<file path="config.mk">
export PLATFORM = sky130hd
export DESIGN_NAME = ppu_vram_writer
export DESIGN_NICKNAME = d
export VERILOG_FILES = /design/src/rtl/ppu_vram_writer.sv
export SDC_FILE = /design/constraint.sdc
export NUM_CORES = 1
export LEC_CHECK = 0
export BUFFER_PORTS_ARGS = -buffer_cell sky130_fd_sc_hd__buf_2
export CAP_MARGIN = 20
export CORE_ASPECT_RATIO = 2
export CORE_MARGIN = 2
export CORE_UTILIZATION = 59
export CTS_BUF_LIST = sky130_fd_sc_hd__clkbuf_8
export DETAILED_ROUTE_END_ITERATION = 12
export PLACE_DENSITY = 0.94
export SLEW_MARGIN = 10
export SYNTH_ARGS = -nofsm -noshare
export SYNTH_HDL_FRONTEND = slang
export SYNTH_SLANG_ARGS = --single-unit
</file>
<file path="constraint.sdc">
create_clock -name clk -period 3.95 [get_ports clk]
set_clock_uncertainty 0.05 [all_clocks]
set_input_delay 0.79 -clock clk [delete_from_list [all_inputs] [get_ports clk]]
set_output_delay 0.79 -clock clk [all_outputs]
set_load 0.1 [all_outputs]
</file>
<file path="src/rtl/ppu_vram_writer.sv">
// CPU-side VRAM access port: PPUADDR/PPUDATA/PPUSTATUS decode, 14-bit v/t address
// with two-write latch, and a single pending VRAM access held until the arbiter grants.
module ppu_vram_writer #(
    parameter int ADDR_W  = 14,
    parameter int INC_BIG = 32
) (
    input  logic        clk,
    input  logic        reset,
    input  logic [2:0]  cpu_addr,
    input  logic [7:0]  cpu_data_in,
    input  logic        cpu_we,
    input  logic        cpu_re,
    output logic [7:0]  cpu_data_out,
    input  logic        ppuctrl_inc,
    output logic        vram_req,
    input  logic        vram_grant,
    output logic [15:0] VRAM_addr,
    output logic        VRAM_WE,
    output logic [7:0]  VRAM_data_out,
    input  logic [7:0]  VRAM_data_in,
    output logic        busy
);

    typedef enum logic [1:0] {IDLE, PEND_WR, PEND_RD, RD_WAIT} state_t;

    state_t            state, state_nx;
    logic              w;
    logic [ADDR_W-1:0] t, v, inc;
    logic [7:0]        wr_buf, rd_buf;
    logic              wr_stb, rd_stb, idle, v_step;

    // a simultaneous write wins; the read strobe is dropped
    assign wr_stb = cpu_we;
    assign rd_stb = cpu_re & ~cpu_we;
    assign idle   = (state == IDLE);
    assign inc    = ppuctrl_inc ? ADDR_W'(INC_BIG) : ADDR_W'(1);

    always_ff @(posedge clk or negedge reset) begin
        if (!reset) state <= IDLE;
        else        state <= state_nx;
    end

    always_comb begin
        state_nx = state;
        vram_req = 1'b0;
        VRAM_WE  = 1'b0;
        v_step   = 1'b0;
        case (state)
            IDLE: begin
                if (wr_stb && cpu_addr == 3'd7)      state_nx = PEND_WR;
                else if (rd_stb && cpu_addr == 3'd7) state_nx = PEND_RD;
            end
            PEND_WR: begin
                vram_req = 1'b1;
                VRAM_WE  = vram_grant;
                if (vram_grant) begin
                    v_step   = 1'b1;
                    state_nx = IDLE;
                end
            end
            PEND_RD: begin
                vram_req = 1'b1;
                if (vram_grant) state_nx = RD_WAIT;
            end
            RD_WAIT: begin
                v_step   = 1'b1;
                state_nx = IDLE;
            end
            default: state_nx = IDLE;
        endcase
    end

    always_ff @(posedge clk or negedge reset) begin
        if (!reset) begin
            w      <= 1'b0;
            t      <= '0;
            v      <= '0;
            wr_buf <= 8'h00;
            rd_buf <= 8'h00;
        end else begin
            if (rd_stb && cpu_addr == 3'd2) w <= 1'b0;
            if (idle && wr_stb && cpu_addr == 3'd6) begin
                if (!w) begin
                    t[ADDR_W-1:8] <= cpu_data_in[ADDR_W-9:0];
                    w             <= 1'b1;
                end else begin
                    t[7:0] <= cpu_data_in;
                    v      <= {t[ADDR_W-1:8], cpu_data_in};
                    w      <= 1'b0;
                end
            end
            if (idle && wr_stb && cpu_addr == 3'd7) wr_buf <= cpu_data_in;
            if (state == RD_WAIT) rd_buf <= VRAM_data_in;
            // v_step only fires outside IDLE, so it never collides with a PPUADDR load
            if (v_step) v <= v + inc;
        end
    end

    assign VRAM_addr     = {{(16-ADDR_W){1'b0}}, v};
    assign VRAM_data_out = wr_buf;
    assign busy          = !idle;
    assign cpu_data_out  = (cpu_addr == 3'd7) ? rd_buf : 8'h00;

endmodule

</file>
Word-level counts from Yosys, hierarchy flattened:

Index checks and enable logic that the tools add are counted.

* flip-flop bits (word level): 39
* input bits: 25
* output and inout port bits: 35
* logic and storage cells: 51

* add/sub/neg operators: 1
* equality and inequality tests: 9
* mux-type cells: 17
* bitwise logic cells: 3
* reductions and logical operators: 15

Operators by type and width (count)
* $mux W14: 3
* $add A14 B6 Y14: 1
* $mux W2: 4
* $mux W8: 1
* $pmux W2 S4: 1
* $eq A3 B3 Y1 const B: 2
* $logic_and A1 B1 Y1: 6
* $mux W1: 6
* $mux W6: 1
* $reduce_bool A2 Y1: 3
* $eq A2 B2 Y1 const B: 2
* $ne A2 B2 Y1 const B: 2
* $reduce_and A2 Y1: 2
* $eq A3 B2 Y1 const B: 1
* $ne A3 B1 Y1 const B: 1
* $reduce_and A3 Y1: 1
* $eq A2 B1 Y1 const B: 1
* $logic_not A2 Y1: 1
* $not A1 Y1: 2
* $pmux W1 S2: 1
* $reduce_or A2 Y1: 1
* $and A1 B1 Y1: 1
* $logic_not A1 Y1: 1

Depth between registers and ports, before layout:

* word-level depth: 6
* mapped depth: 8
* depth with buffers taken out: 7

Worst setup path after synthesis:

No wires, ideal clock.

* path kind: input to output
* start point: input port cpu_addr[1]
* end point: output port cpu_data_out[0]
* arrival time: 1831 ps
* path slack: 1279 ps
* stages on the path: 3
* buffers on the path: 1
* cells stage by stage: and3_1 > buf_4 > and2_1

* longest elaborated chain between the ends: 2

RTL lines
* start, declared: RTL line 9 `input logic [2:0] cpu_addr,`
* $eq A3 B3 Y1: RTL line 102 `assign cpu_data_out = (cpu_addr == 3'd7) ? rd_buf : 8'h00;`
* $mux W8: RTL line 102
* end, declared: RTL line 13 `output logic [7:0] cpu_data_out,`

No other way between the ends.

Worst setup path in the final report:

* start point: input port cpu_addr[1]
* end point: output port cpu_data_out[7]

The elaborated chain is that of the path after synthesis.

==> metrics.yaml <==
placed_design:
  pre_cts_slack_ps: 1210
  dp.final_hpwl_mm: 3.88
  gp_congestion: 0.898
  dp_cells: 302
  io_buffers: 57
floorplanning:
  die_area_mm2: 0.00432
  fp.dieH_um: 90.9
  rows: 31
  die_w_um: 47.5
  ios: 60
  coreArea_mm2: 0.00361
  initial_core_util_pct: 61.8
global_routing:
  antenna_found_initial: 0
  grt_pass1_vias: 1862
  grt_max_degree: 40
  grt-ovfl-total: 0
  grt_usage_pct: 26.8
  top_usage_layer: "met2"
  grtUsageMet2_pct: 44.4
  met3_usage_pct: 5.37
  met1_usage_pct: 29.8
  grt_pass1_wl_mm: 8.31
timing:
  max_freq_ghz: 0.365
  rsz0062_at_grt: "false"
  tightest_slew_ps: 868
  max-slew-margin-rel_pct: 42.1
  drv_slew: 0
  final_hold_viol_count: 0
  tns_ps: 0
  finalWorstSetupSlack_ps: 1210
  fin_crit_ps: 2740
  min_period_over_period_pct: 69.4
  setup_viol: 0
routing:
  ant_nets: 0
  vias: 1828
  post_drt_wl_per_cell_um: 16.3
  dr.first_iter.drc_count: 43
  viasPerCell: 5.90
  drt_pre_antenna_iters: 4
  wl_mm: 5.04
  drcViolationCount: 0
critical_path:
  path_max_fanout: 11
  max_stage_delay_ps: 420
  path_delay_family: "simple AND/OR/NAND/NOR gates"
  critical_path_required_ps: 3110
  endpoint_kind: "output pin"
  setup.worst_path.start_class: "input port"
  cp_slowest_cell: "buf_2"
  worst-path-buf-inv: 2
  crit_chain: "buf_2 -> and3_1 -> and2_1 -> buf_2"
  path_common_cell: "buf_2"
  arrival_ps: 1900
  path_class: "input port to output pin"
yosys:
  ys_ff_latch: 39
  seq_area_frac_synth_pct: 43.8
  netlist_instances: 205
  synth_area_per_cell_um2: 10.9
  syn_area_mm2: 0.00223
  ys.flop_type: "dfrtp_1"
  async_reset_ff_share_pct: 100
  synth_cell_types: 47
  yosysWarnings: 0
  synth_edf_count: 0
final_layout:
  fillCellCount: 284
  antenna_cells: 0
  nNetsFinal: 293
  fin_cells: 310
  fin_util_pct: 71.7
  drive_gt1_share_pct: 39.1
  final_cell_mix: "57 x buf_2, 39 x dfrtp_1, 23 x mux2_2"
  area_delta_synth_final_pct: 16.0
  layout_commonest_cell: "buf_2"
clock_network:
  numCtsBuffers: 5
  clkSinkCount: 39
  clockBufferDepth: 2
  root_buffer: "clkbuf_8"
  clkTransAtPathRegs_ps: 70
  cts_tree: "yes"
  cts_resized: 0
  cts_setup_buffers: 0
  cts-htree-levels: 2
  postCtsHoldBufs: 0
  clkLatencyLatePin_ps: 300
status:
  status: "complete, no violations"
run:
  maxCapViolations: 0
worst_hold_path:
  hp-class: "flop to flop"
-- synthesized netlist by cell type (all sizes together) (3+ instances only) --
cell type	instances	share of area (%)
dfrtp	39	44
mux2	23	12
nand2	13	2.5
a21oi	12	3.2
o21ai	12	3.0
nand3	11	2.9
nor2	11	2.2
and2	9	2.5
buf	9	3.0
ha	8	4.5
nand4	8	2.8
and3	6	2.1
inv	6	1.0
nor3	5	1.6
mux2i	4	1.8
nand3b	3	1.6
-- registers in the layout, indices dropped and copies added, names as in the netlist --
register       count
w                  1
state              2
VRAM_data_out      8
rd_buf             8
t                  6
v                 14
-- cells by family after synthesis --
group,synth area share (%)
other,0.168
DFF,43.8
xor gates and xnor gates,0.393
adders and majority gates,4.49
and+or+nand+nor,20.5
buffers and inverters,4.32
AOI/OAI and AO/OA,12.9
muxes,13.4
-- per-layer routing --
| metal | vias up | share of wire [%] |
|---|---|---|
| li1 | 859 | - |
| met1 | 874 | 35 |
| met2 | 77 | 56 |
| met3 | 18 | 4.6 |
| met4 | 0 | 3.9 |
| met5 | - | 0 |
-- cell type report --
type	count	area [um^2]	share of cell area [%]
Clock buffer	5	68.8	2.66
Timing Repair Buffer	57	285	11.0
Inverter	6	22.5	0.870
Sequential cell	39	976	37.7
Tap cell	49	61.3	2.37
Multi-Input combinational cell	151	1160	44.9
Clock inverter	3	12.5	0.484
-- worst register-to-register path, cell delays in order (launching register included) --
cell and delay, ps:
dfrtp_1 400, ha_1 480, a21o_1 580, nand3_1 190, o311ai_0 410
-- final timing paths --
check	depth (start not counted)	to	slack (ps)	from
setup / recovery	4	cpu_data_out[7]	1210	cpu_addr[1]
hold reg to reg	1	VRAM_data_out[0]	450	VRAM_data_out[0]
setup reg to reg	4	v[12]	1710	state[0]
max in group asynchronous	1	v[12]	2750	reset
hold / removal	1	VRAM_data_out[0]	450	VRAM_data_out[0]
min in group asynchronous	1	VRAM_data_out[5]	550	reset
-- stage by stage --
step           hold WS (ps)  instance area [um^2]
6_report                452                  2590
5_1_grt                 476                  2590
4_1_cts                 457                  2590
3_5_place_dp            440                  2510
3_3_place_gp            430                  2510
2_1_floorplan           412                  2230
Power is left out: the tool's default activity adds up to more than one toggle a clock period on the data nets, which glitch-free logic cannot reach.
